File: src/rtl/cc_pkt_arbiter.sv
// Packet-level round-robin arbiter merging two CC AXIS sources into one
// registered CC stream toward the PCIe hard IP (pcie_clk domain).
module cc_pkt_arbiter #(
    parameter int DATA_W = 256,
    parameter int KEEP_W = 8,
    parameter int CNT_W  = 16
) (
    input  logic              pcie_clk,
    input  logic              pcie_rst_n,
    input  logic              s0_axis_cc_tvalid,
    input  logic              s0_axis_cc_tlast,
    input  logic [DATA_W-1:0] s0_axis_cc_tdata,
    input  logic [KEEP_W-1:0] s0_axis_cc_tkeep,
    output logic              s0_axis_cc_tready,
    input  logic              s1_axis_cc_tvalid,
    input  logic              s1_axis_cc_tlast,
    input  logic [DATA_W-1:0] s1_axis_cc_tdata,
    input  logic [KEEP_W-1:0] s1_axis_cc_tkeep,
    output logic              s1_axis_cc_tready,
    output logic              m_axis_cc_tvalid,
    output logic              m_axis_cc_tlast,
    output logic [DATA_W-1:0] m_axis_cc_tdata,
    output logic [KEEP_W-1:0] m_axis_cc_tkeep,
    output logic [32:0]       m_axis_cc_tuser,
    input  logic              m_axis_cc_tready,
    output logic [1:0]        grant_state,
    output logic [CNT_W-1:0]  s0_pkt_cnt,
    output logic [CNT_W-1:0]  s1_pkt_cnt
);

    typedef enum logic [1:0] {
        IDLE = 2'b00,
        GNT0 = 2'b01,
        GNT1 = 2'b10
    } state_t;

    state_t state_q, state_d;
    logic   rr_last_q;
    logic   pick0, pick1;
    logic   s0_rdy, s1_rdy;

    logic              in_acc, in_last;
    logic [DATA_W-1:0] in_data;
    logic [KEEP_W-1:0] in_keep;

    logic              main_vld_q, main_last_q;
    logic [DATA_W-1:0] main_data_q;
    logic [KEEP_W-1:0] main_keep_q;
    logic              skid_vld_q, skid_last_q;
    logic [DATA_W-1:0] skid_data_q;
    logic [KEEP_W-1:0] skid_keep_q;
    logic              main_open;

    logic [CNT_W-1:0]  s0_cnt_q, s1_cnt_q;

    // On contention the source that did not send the previous packet wins.
    assign pick0 = s0_axis_cc_tvalid & (!s1_axis_cc_tvalid | rr_last_q);
    assign pick1 = s1_axis_cc_tvalid & (!s0_axis_cc_tvalid | !rr_last_q);

    always_ff @(posedge pcie_clk or negedge pcie_rst_n) begin
        if (!pcie_rst_n) begin
            state_q <= IDLE;
        end else begin
            state_q <= state_d;
        end
    end

    always_comb begin
        state_d = state_q;
        s0_rdy  = 1'b0;
        s1_rdy  = 1'b0;
        unique case (state_q)
            IDLE: begin
                if (!skid_vld_q) begin
                    unique case (1'b1)
                        pick0:   state_d = GNT0;
                        pick1:   state_d = GNT1;
                        default: state_d = IDLE;
                    endcase
                end
            end
            GNT0: begin
                s0_rdy = !skid_vld_q;
                if (s0_rdy && s0_axis_cc_tvalid && s0_axis_cc_tlast) begin
                    state_d = IDLE;
                end
            end
            GNT1: begin
                s1_rdy = !skid_vld_q;
                if (s1_rdy && s1_axis_cc_tvalid && s1_axis_cc_tlast) begin
                    state_d = IDLE;
                end
            end
            default: state_d = IDLE;
        endcase
    end

    assign in_acc  = (s0_rdy & s0_axis_cc_tvalid) | (s1_rdy & s1_axis_cc_tvalid);
    assign in_last = (state_q == GNT1) ? s1_axis_cc_tlast : s0_axis_cc_tlast;
    assign in_data = (state_q == GNT1) ? s1_axis_cc_tdata : s0_axis_cc_tdata;
    assign in_keep = (state_q == GNT1) ? s1_axis_cc_tkeep : s0_axis_cc_tkeep;

    always_ff @(posedge pcie_clk or negedge pcie_rst_n) begin
        if (!pcie_rst_n) begin
            rr_last_q <= 1'b1;
            s0_cnt_q  <= '0;
            s1_cnt_q  <= '0;
        end else if (in_acc && in_last) begin
            if (state_q == GNT1) begin
                rr_last_q <= 1'b1;
                s1_cnt_q  <= s1_cnt_q + {{(CNT_W-1){1'b0}}, 1'b1};
            end else begin
                rr_last_q <= 1'b0;
                s0_cnt_q  <= s0_cnt_q + {{(CNT_W-1){1'b0}}, 1'b1};
            end
        end
    end

    // Main register feeds m_*; skid catches the one beat that can arrive
    // after m_tready drops, since upstream ready is skid-empty.
    assign main_open = !main_vld_q || m_axis_cc_tready;

    always_ff @(posedge pcie_clk or negedge pcie_rst_n) begin
        if (!pcie_rst_n) begin
            main_vld_q  <= 1'b0;
            main_last_q <= 1'b0;
            main_data_q <= '0;
            main_keep_q <= '0;
            skid_vld_q  <= 1'b0;
            skid_last_q <= 1'b0;
            skid_data_q <= '0;
            skid_keep_q <= '0;
        end else if (main_open) begin
            if (skid_vld_q) begin
                main_vld_q  <= 1'b1;
                main_last_q <= skid_last_q;
                main_data_q <= skid_data_q;
                main_keep_q <= skid_keep_q;
                skid_vld_q  <= 1'b0;
            end else begin
                main_vld_q  <= in_acc;
                main_last_q <= in_last;
                main_data_q <= in_data;
                main_keep_q <= in_keep;
            end
        end else if (in_acc) begin
            skid_vld_q  <= 1'b1;
            skid_last_q <= in_last;
            skid_data_q <= in_data;
            skid_keep_q <= in_keep;
        end
    end

    assign s0_axis_cc_tready = s0_rdy;
    assign s1_axis_cc_tready = s1_rdy;
    assign m_axis_cc_tvalid  = main_vld_q;
    assign m_axis_cc_tlast   = main_vld_q & main_last_q;
    assign m_axis_cc_tdata   = main_vld_q ? main_data_q : '0;
    assign m_axis_cc_tkeep   = main_vld_q ? main_keep_q : '0;
    assign m_axis_cc_tuser   = '0;
    assign grant_state       = state_q;
    assign s0_pkt_cnt        = s0_cnt_q;
    assign s1_pkt_cnt        = s1_cnt_q;

endmodule

File: config.mk
export PLATFORM = sky130hd
export DESIGN_NAME = cc_pkt_arbiter
export DESIGN_NICKNAME = d
export VERILOG_FILES = /design/src/rtl/cc_pkt_arbiter.sv
export SDC_FILE = /design/constraint.sdc
export NUM_CORES = 1
export LEC_CHECK = 0
export ABC_AREA = 1
export BUFFER_PORTS_ARGS = -buffer_cell sky130_fd_sc_hd__buf_4
export CAP_MARGIN = 15
export CORE_AREA = 2 2 340 342
export DETAILED_ROUTE_END_ITERATION = 8
export DIE_AREA = 0 0 342 344
export PLACE_DENSITY = 0.48
export SLEW_MARGIN = 40
export SYNTH_ARGS = -nofsm -noshare
export SYNTH_HDL_FRONTEND = slang
export SYNTH_SLANG_ARGS = --single-unit
File: constraint.sdc
create_clock -name pcie_clk -period 1.5 [get_ports pcie_clk]
set_clock_uncertainty 0.15 [all_clocks]
set_input_delay 0.075 -clock pcie_clk [delete_from_list [all_inputs] [get_ports pcie_clk]]
set_output_delay 0.075 -clock pcie_clk [all_outputs]
set_load 0.01 [all_outputs]
==> results of run 1 <==
## worst max-delay path by stage
| stage | cells past startpoint | slack, ns | to | start |
|---|---|---|---|---|
| after floorplan | 7 | -0.1 | main_data_q[0]$_DFFE_PN0P_ | m_axis_cc_tvalid$_DFFE_PN0P_ |
| after global placement | 9 | -0.47 | s1_pkt_cnt[15]$_DFFE_PN0P_ | grant_state[1]$_DFFE_PN0P_ |
| after detailed placement | 8 | -0.49 | main_data_q[10]$_DFFE_PN0P_ | grant_state[1]$_DFFE_PN0P_ |
| after CTS | 6 | -0.71 | m_axis_cc_tdata[180] | m_axis_cc_tvalid$_DFFE_PN0P_ |
| after global routing | 6 | -0.74 | m_axis_cc_tdata[129] | m_axis_cc_tvalid$_DFFE_PN0P_ |
| final | 6 | -0.69 | m_axis_cc_tdata[129] | m_axis_cc_tvalid$_DFFE_PN0P_ |
## sequential cells by signal (all words and copies together) (netlist names)
name	flops
main_last_q	1
m_axis_cc_tvalid	1
s0_pkt_cnt	16
main_keep_q	8
rr_last_q	1
main_data_q	256
skid_keep_q	8
grant_state	2
skid_last_q	1
s1_pkt_cnt	16
skid_vld_q	1
skid_data_q	256
## stage by stage
stage           util  setup TNS [ns]
2_1_floorplan      -          -38.46
3_3_place_gp   0.351         -203.96
3_5_place_dp   0.351         -218.14
4_1_cts        0.431         -450.74
5_1_grt        0.455         -498.58
6_report       0.455         -412.81
## kinds of logic (layout without fill, tap and decap cells)
kind of cell / count (synthesis) / count (layout) / synth area share
other cells: 1 / 36 / 0.000124
compound gates: 539 / 539 / 0.0896
flops: 567 / 567 / 0.470
xor+xnor: 6 / 6 / 0.00174
simple gates: 2635 / 2637 / 0.344
buf+inv: 627 / 2155 / 0.0935
fa+ha+maj: 2 / 2 / 0.000830
## metal layers
metal	wire (µm)	track usage	up-vias
li1	-	-	16533
met3	8260	0.0455	325
met5	13	0	-
met4	7230	0.107	2
met1	58400	0.279	16633
met2	69900	0.381	1071
## where the power goes
part	switching, mW	total [mW]	internal [mW]
logic	28.9	51.2	22.3
clock network	7.27	17.7	10.5
registers	5.09	27.8	22.7
## what timing repair did
action | 4_1_cts | 5_1_grt
endpoints found under the hold margin | 1101 | 0
gates resized for setup | 249 | 594
hold buffers | 539 | 0
cloned | 17 | 36
buffers inserted | 16 | 18
pin swaps | 4 | 25
setup endpoints to repair | 864 | 1211
## Yosys cell counts, drive strengths merged
cell,count
xor2,2
a21oi,266
nand3b,8
nor2,316
nand2,2015
o21ai,273
conb,1
inv,298
xnor2,4
dfrtp,566
dfstp,1
nand4,10
buf,177
nand3,285
ha,2
nor3,1
clkbuf,152
## critical path, cell delays in order, from the launching register on
cell and delay (ns):
dfrtp_4 0.51, buf_12 0.18, buf_16 0.17, clkbuf_16 0.21
nand2_4 0.07, inv_2 0.03, buf_6 0.12
## cell type report
class                      count  area, µm²  share of cell area
antenna                        3       7.51            0.000145
clock buffer                 104       2100              0.0406
clock inverter                24        283             0.00546
inverter                     298       1150              0.0222
multi-input combinational   3217      14700               0.285
sequential                   567      14200               0.274
tap                         1512       1890              0.0365
timing repair buffer        1729      17400               0.336
==> results.json, run 1 <==
{
  "status": "complete, but fails checks",
  "violations": "setup timing",
  "holdWs_ns": 0.0298,
  "nets": 6422,
  "antenna_found_initial": 2,
  "setup_viol": 1169,
  "die_area_um2": 118000,
  "timing.final.crit_share": 1.46,
  "hold_viol": 0,
  "grt_pass1_wl_um": 206000,
  "crit_required_ns": 1.27,
  "synth_top_area_share": 0.470,
  "clkTransAtPathRegs_ns": 0.06,
  "r2r_end": "skid_data_q[224]$_DFFE_PN0P_",
  "rows": 124,
  "tightestPinTransition_ns": 0.786,
  "gr-total-overflow": 0,
  "grt_setup_unrepaired": "true",
  "core_um2": 114000,
  "synth_top_cells_by_area": "dfrtp_1, nand2_1, nand3_1, a21oi_1, nor2_1",
  "powerDensity_nw_per_um2": 1870,
  "place_inst": 6698,
  "die_h_um": 344,
  "tritoncts": "yes",
  "htree_levels": 3,
  "final_cell_mix": "nand2_1, buf_4, dfrtp_1, dlygate4sd3_1, nor2_1",
  "ys_types": 27,
  "ant_nets": 0,
  "crit_arrival_ns": 1.96,
  "fin_area_um2": 51800,
  "min_period_ns": 2.19,
  "drive_above_1_share": 0.293,
  "fp.dieW_um": 342,
  "setup_slack_ns": -0.690,
  "instances_no_fill": 7454,
  "cts_buffers": 72,
  "maxCapViolCount": 0,
  "ys_ff_latch": 567,
  "num-fill-cells": 11277,
  "slew-limit-headroom": 0.475,
  "wl_per_cell_um": 19.3,
  "dpl_worst_slack_ns": -0.489,
  "start_util": 0.265,
  "critPathLaunchType": "flip-flop",
  "dp_hpwl_um": 90600,
  "grt_pass1_vias": 33957,
  "crit_path_end_kind": "output pin",
  "max_freq_ghz": 0.457,
  "root_buffer": "clkbuf_16",
  "final_common_cell": "nand2_1",
  "holdCritPathClass": "in -> async",
  "routed_via_density": 4.64,
  "synth_area_per_cell_um2": 6.89,
  "total_power_mw": 96.7,
  "clock_latency_ns": 0.64,
  "area_growth_pct": 71.8,
  "ys_seq_area_frac": 0.470,
  "ios": 870,
  "num_vias": 34564,
  "gr-usage-all-layers": 0.227,
  "slew_viol_final": 0,
  "cts_sinks": 567,
  "reg2reg_from": "skid_vld_q$_DFFE_PN0P_",
  "r2r_cells": 10,
  "path_class": "reg -> out",
  "placed_cell_area_um2": 40000,
  "drtIter0Drc": 2064,
  "wl_um": 144000,
  "yosys.area.top_type": "dfrtp_1",
  "yosysWarnings": 0,
  "r2r_setup_slack_ns": -0.52,
  "leakage_nw": 28.0,
  "critPathMaxFanout": 7,
  "ir_drop_v": 0.000949,
  "io_buffers": 836,
  "drc": 0,
  "clock_path_buffers": 3,
  "grt_max_degree": 103,
  "syn_inst": 4377,
  "place.gp.congestion": 0.843,
  "first_pass_iters": 5,
  "syn-cell-area_um2": 30200
}
Note: power is estimated with default switching activity, not from simulation.
==> run 2, diff against run 1 <==
--- a/config.mk
+++ b/config.mk
@@ -5,13 +5,13 @@
 export SDC_FILE = /design/constraint.sdc
 export NUM_CORES = 1
 export LEC_CHECK = 0
-export ABC_AREA = 1
 export BUFFER_PORTS_ARGS = -buffer_cell sky130_fd_sc_hd__buf_4
 export CAP_MARGIN = 15
-export CORE_AREA = 2 2 340 342
+export CORE_AREA = 2 2 342 344
+export CTS_BUF_LIST = sky130_fd_sc_hd__clkbuf_16
 export DETAILED_ROUTE_END_ITERATION = 8
-export DIE_AREA = 0 0 342 344
-export PLACE_DENSITY = 0.48
+export DIE_AREA = 0 0 344 346
+export PLACE_DENSITY = 0.46
 export SLEW_MARGIN = 40
 export SYNTH_ARGS = -nofsm -noshare
 export SYNTH_HDL_FRONTEND = slang
==> run 2 against run 1 <==
The flow still finishes with violations (setup timing). Sequential cell count unchanged. Sequential share of layout area grew 2.4 points. Cell count fell by 25%. Critical path type unchanged. Critical endpoint is now m_axis_cc_tdata[148]. Largest cell class unchanged. Largest power group unchanged. Highest routed layer is now met4.
==> results.json, run 2 <==
{
  "status": "complete, but fails checks",
  "violations": "setup timing",
  "root_buffer": "clkbuf_16",
  "clock_path_buffers": 3,
  "critPathLaunchType": "flip-flop",
  "max_freq_ghz": 0.448,
  "synth_area_per_cell_um2": 11.5,
  "gr-total-overflow": 0,
  "synth_most_common_cell": "dfrtp_1",
  "ys_ff_latch": 567,
  "routed_via_density": 4.33,
  "holdPathEnd": "skid_vld_q$_DFFE_PN0P_",
  "io_buffers": 836,
  "wl_um": 106000,
  "final_cell_mix": "buf_4, dfrtp_1, dlygate4sd3_1, mux2_2, mux2i_1",
  "die_area_um2": 119000,
  "fp.dieW_um": 344,
  "critical_path.top_delay_family": "buffers and inverters",
  "final_common_cell": "buf_4",
  "reg_top3": "main_data_q x256, skid_data_q x256",
  "ir_drop_v": 0.000807,
  "first_pass_iters": 6,
  "yosys_most_used_dff": "dfrtp_1",
  "ys_seq_area_frac": 0.493,
  "syn_inst": 2511,
  "worstHoldStart": "m_axis_cc_tready",
  "grt_pass1_wl_um": 155000,
  "setup_viol": 854,
  "gr-usage-all-layers": 0.169,
  "place_inst": 4920,
  "wl_per_cell_um": 18.9,
  "reg2reg_from": "grant_state[1]$_DFFE_PN0P_",
  "yosys.area.top_type": "dfrtp_1",
  "synth_edf_count": 0,
  "cp_cell_sequence": "buf_12 > buf_16 > buf_12 > and2_4 > buf_6",
  "crit_arrival_ns": 2.01,
  "powerDensity_nw_per_um2": 1710,
  "critPathMaxFanout": 17,
  "holdCritPathClass": "in -> reg",
  "r2r_end": "skid_data_q[153]$_DFFE_PN0P_",
  "path_buf_inv": 4,
  "cts_buffers": 69,
  "ios": 870,
  "nets": 4578,
  "crit_path_end_kind": "output pin",
  "timing.final.crit_share": 1.49,
  "total_power_mw": 81.7,
  "synth_commonest_cells": "dfrtp_1, mux2_2, mux2i_1",
  "r2r_setup_slack_ns": -0.73,
  "crit_top_cell": "buf_12",
  "ys_async_sr_fraction": 1.00,
  "area_growth_pct": 65.6,
  "cts_sinks": 567,
  "dp_hpwl_um": 71400,
  "instances_no_fill": 5619,
  "crit_required_ns": 1.27,
  "num_vias": 24312,
  "hold_viol": 0,
  "drtIter0Drc": 875,
  "htree_levels": 3,
  "tritoncts": "yes",
  "syn-cell-area_um2": 28800,
  "place.gp.congestion": 0.774,
  "ys_types": 37,
  "hold_depth": 5,
  "path_class": "reg -> out",
  "die_h_um": 346,
  "maxCapViolCount": 0,
  "antenna_found_initial": 8,
  "r2r_cells": 6,
  "critPathMaxStageDelay_ns": 0.50,
  "grt_pass1_vias": 25447,
  "rows": 125,
  "slew_viol_final": 0,
  "synth_top_cells_by_area": "dfrtp_1, mux2_2, mux2i_1, and2_1, a21oi_1",
  "core_um2": 115000,
  "synth_top_area_share": 0.492,
  "post-route-util": 0.413,
  "start_util": 0.249,
  "grt_setup_unrepaired": "true",
  "drive_above_1_share": 0.437,
  "min_period_ns": 2.23,
  "yosysWarnings": 0,
  "setup_slack_ns": -0.733,
  "worst_path_max_delay_cell": "dfrtp_4",
  "grt_max_degree": 62,
  "clkTransAtPathRegs_ns": 0.06,
  "ant_nets": 0,
  "drc": 0,
  "clock_latency_ns": 0.63,
  "leakage_nw": 21.5
}
-- run 2: changes by cell type in the layout (fill, tap and decap cells not counted), sizes merged, moves of 52 or more --
cell / delta
nand2: -2004
mux2: +504
mux2i: +293
nand3: -274
o21ai: -272
and2: +265
inv: -242
buf: -62
clkbuf: -52
-- run 2: stage by stage --
stage               hold WS, ns  cell area, µm²  setup slack [ns]  TNS [ns]
global placement         -0.234           38500            -0.655   -284.44
CTS                     -0.0301           46700            -0.804   -713.36
finish                   0.0184           47700            -0.733   -469.48
global route             0.0144           47700            -0.800   -533.36
floorplan                -0.371           29200            -0.464   -188.22
detailed placement       -0.236           38500            -0.675   -289.43
-- run 2: cells by family (layout without fill, tap and decap cells) --
kind of cell / count (synthesis) / after routing / share of synthesized area
other cells: 1 / 37 / 0.000130
fa+ha+maj: 2 / 2 / 0.000869
buf+inv: 245 / 1793 / 0.0439
simple gates: 597 / 597 / 0.106
mux: 797 / 797 / 0.299
flops: 567 / 567 / 0.493
xor+xnor: 30 / 30 / 0.00913
compound gates: 272 / 272 / 0.0480
-- run 2: how the worst max path moves through the flow --
stage	start	to	slack (ns)	cells after the start
after floorplan	grant_state[0]$_DFFE_PN0P_	skid_data_q[165]$_DFFE_PN0P_	-0.46	5
after global placement	grant_state[1]$_DFFE_PN0P_	skid_data_q[209]$_DFFE_PN0P_	-0.65	5
after detailed placement	grant_state[1]$_DFFE_PN0P_	skid_data_q[215]$_DFFE_PN0P_	-0.68	5
after CTS	m_axis_cc_tvalid$_DFFE_PN0P_	m_axis_cc_tdata[219]	-0.80	5
after global routing	m_axis_cc_tvalid$_DFFE_PN0P_	m_axis_cc_tdata[148]	-0.80	5
final	m_axis_cc_tvalid$_DFFE_PN0P_	m_axis_cc_tdata[148]	-0.73	5
-- run 2: per-layer routing --
metal	vias to the layer above	routed length (µm)	track usage
met3	155	5990	0.0378
met2	701	51200	0.289
li1	11649	-	-
met4	0	3300	0.0571
met1	11807	45500	0.209
met5	-	0	0
-- run 2: tightest hold or removal path: stages --
cell and delay, ns:
buf_4 0.12, nand2b_4 0.14, buf_4 0.19, buf_4 0.17, nor2_1 0.05
-- run 2: area by class of cell --
cell class	instances	area, µm²
Antenna cell	4	10.0
Clock buffer	71	1780
Multi-Input combinational cell	1731	14000
Inverter	32	123
Fill cell	11044	67800
Clock inverter	50	304
Timing Repair Buffer	1640	15300
Tap cell	1524	1910
Sequential cell	567	14200
-- run 2: repair_timing --
action,CTS,global route
pin swaps,1,1
resized for setup,170,142
buffers inserted,4,10
cloned,10,15
endpoints found under the hold margin,1125,7
hold buffers,534,1
setup endpoints to repair,860,862
-- run 2: where the power goes --
group          internal [mW]  total, mW  switching [mW]
Clock                   8.92       15.8            6.86
Sequential              22.7       26.5            3.80
Combinational           22.0       39.5            17.4
==> run 3, diff against run 2 <==
--- a/config.mk
+++ b/config.mk
@@ -11,6 +11,7 @@
 export CTS_BUF_LIST = sky130_fd_sc_hd__clkbuf_16
 export DETAILED_ROUTE_END_ITERATION = 8
 export DIE_AREA = 0 0 344 346
+export MAX_ROUTING_LAYER = met4
 export PLACE_DENSITY = 0.46
 export SLEW_MARGIN = 40
 export SYNTH_ARGS = -nofsm -noshare
==> constraint.sdc (replaced) <==
create_clock -name pcie_clk -period 1.5 [get_ports pcie_clk]
set_clock_uncertainty 0.15 [all_clocks]
set_input_delay 0.075 -clock pcie_clk [delete_from_list [all_inputs] [get_ports pcie_clk]]
set_output_delay 0.075 -clock pcie_clk [all_outputs]
set_load 0.005 [all_outputs]
==> run 3 against run 2 <==
The run ends with hold timing, setup timing left. Fmax grew 0.90%. Via count grew 1.1%. Combinational power shrank 3%. Routed wire length grew 3.7%. Hold slack lost 0.10 ns. Setup slack gained 0.020 ns. Critical path depth grew 1. Die area is the same.
==> results.json, run 3 (synthesis gave the netlist of run 2 again) <==
{
  "status": "complete, but fails checks",
  "violations": "hold timing, setup timing",
  "routed_via_density": 4.33,
  "antenna_found_initial": 5,
  "critPathLaunchType": "flip-flop",
  "powerDensity_nw_per_um2": 1670,
  "min_period_ns": 2.21,
  "path_class": "reg -> reg",
  "final_common_cell": "buf_4",
  "drc": 0,
  "num_vias": 24568,
  "dpl_worst_slack_ns": -0.659,
  "grt_pass1_vias": 25562,
  "placed_cell_area_um2": 38500,
  "tritoncts": "yes",
  "setup_viol": 847,
  "ios": 870,
  "cts_buffers": 70,
  "io_buffers": 836,
  "hold_depth": 4,
  "post-route-util": 0.420,
  "rows": 125,
  "hold_buffers": 538,
  "gr-usage-all-layers": 0.177,
  "crit_required_ns": 1.85,
  "nets": 4628,
  "grt_setup_unrepaired": "true",
  "total_power_mw": 81.1,
  "core_um2": 115000,
  "clock_path_buffers": 3,
  "reg2reg_from": "grant_state[1]$_DFFE_PN0P_",
  "holdWs_ns": -0.0834,
  "critPathMaxFanout": 12,
  "r2r_cells": 6,
  "root_buffer": "clkbuf_16",
  "gr-total-overflow": 0,
  "start_util": 0.249,
  "slew_viol_final": 0,
  "fin_area_um2": 48500,
  "crit_arrival_ns": 2.56,
  "clock_latency_ns": 0.62,
  "htree_levels": 3,
  "crit_start": "grant_state[1]$_DFFE_PN0P_",
  "grt_pass1_wl_um": 156000,
  "r2r_setup_slack_ns": -0.71,
  "holdCritPathClass": "in -> reg",
  "drive_above_1_share": 0.442,
  "slew-limit-headroom": 0.649,
  "ant_nets": 0,
  "crit_path_end_kind": "flip-flop",
  "reg_top3": "main_data_q x256, skid_data_q x256",
  "dp_hpwl_um": 72100,
  "r2r_end": "skid_data_q[19]$_DFFE_PN0P_",
  "die_h_um": 346,
  "place.gp.congestion": 0.770,
  "leakage_nw": 22.1,
  "wl_per_cell_um": 19.4,
  "drtIter0Drc": 882,
  "fp.dieW_um": 344,
  "maxCapViolCount": 0,
  "wl_um": 110000,
  "ir_drop_v": 0.000855,
  "max_freq_ghz": 0.452,
  "timing.final.crit_share": 1.48,
  "setup_slack_ns": -0.713,
  "final_cell_mix": "buf_4, dfrtp_1, dlygate4sd3_1, mux2_2, mux2i_1",
  "tightestPinTransition_ns": 0.525,
  "hold_viol": 3,
  "area_growth_pct": 68.5,
  "grt_max_degree": 83,
  "first_pass_iters": 7,
  "clkTransAtPathRegs_ns": 0.06,
  "die_area_um2": 119000,
  "holdPathEnd": "m_axis_cc_tvalid$_DFFE_PN0P_",
  "cts_sinks": 567,
  "worstHoldStart": "m_axis_cc_tready"
}
[run 3: how the worst max path moves through the flow]
| stage | slack [ns] | cells after the start | end |
|---|---|---|---|
| 6_report | -0.71 | 6 | skid_data_q[19]$_DFFE_PN0P_ |
| 2_1_floorplan | -0.46 | 5 | skid_data_q[165]$_DFFE_PN0P_ |
| 3_5_place_dp | -0.66 | 5 | skid_data_q[155]$_DFFE_PN0P_ |
| 5_1_grt | -0.77 | 6 | skid_data_q[19]$_DFFE_PN0P_ |
| 3_3_place_gp | -0.65 | 7 | main_data_q[228]$_DFFE_PN0P_ |
| 4_1_cts | -0.78 | 6 | m_axis_cc_tdata[6] |
[run 3: worst max-delay path, stage by stage (launching register included)]
cell,delay [ns]
dfrtp_2,0.44
nand3b_1,0.23
a211oi_4,0.30
buf_12,0.23
clkbuf_16,0.22
buf_16,0.17
mux2_2,0.34
[run 3: stage by stage]
step	std cells	setup TNS (ns)
floorplan	2543	-202.33
global placement	4929	-279.25
CTS	5609	-481.13
detailed placement	4929	-293.72
global route	5667	-538.33
finish	5668	-470.98
[run 3: final cells by class]
cell class	count	area, µm²
antenna	4	10.0
tap	1524	1910
timing repair buffer	1689	15700
sequential	567	14200
multi-input combinational	1731	14500
clock buffer	70	1750
fill	10939	66900
inverter	32	120
clock inverter	51	345
[run 3: what timing repair did]
item | CTS | global route
endpoints found under the setup margin | 857 | 857
gates cloned | 6 | 27
resized for setup | 91 | 281
setup buffers | 15 | 28
pin swaps | 4 | 7
endpoints found under the hold margin | 1125 | 2
[run 3: layer usage]
metal | part of all wire | vias to the layer above | routed length [µm] | GRT usage
li1 | - | 11733 | - | -
met1 | 0.42 | 12012 | 46400 | 0.210
met2 | 0.49 | 688 | 53800 | 0.294
met3 | 0.056 | 135 | 6180 | 0.0364
met4 | 0.032 | 0 | 3470 | 0.0668
met5 | 0 | - | 0 | -
[run 3: where the power goes]
group | leakage [nW] | internal (mW) | switching [mW]
combinational | 14.2 | 22.2 | 16.2
sequential | 6.75 | 22.7 | 4.03
clock | 1.08 | 9.01 | 6.94
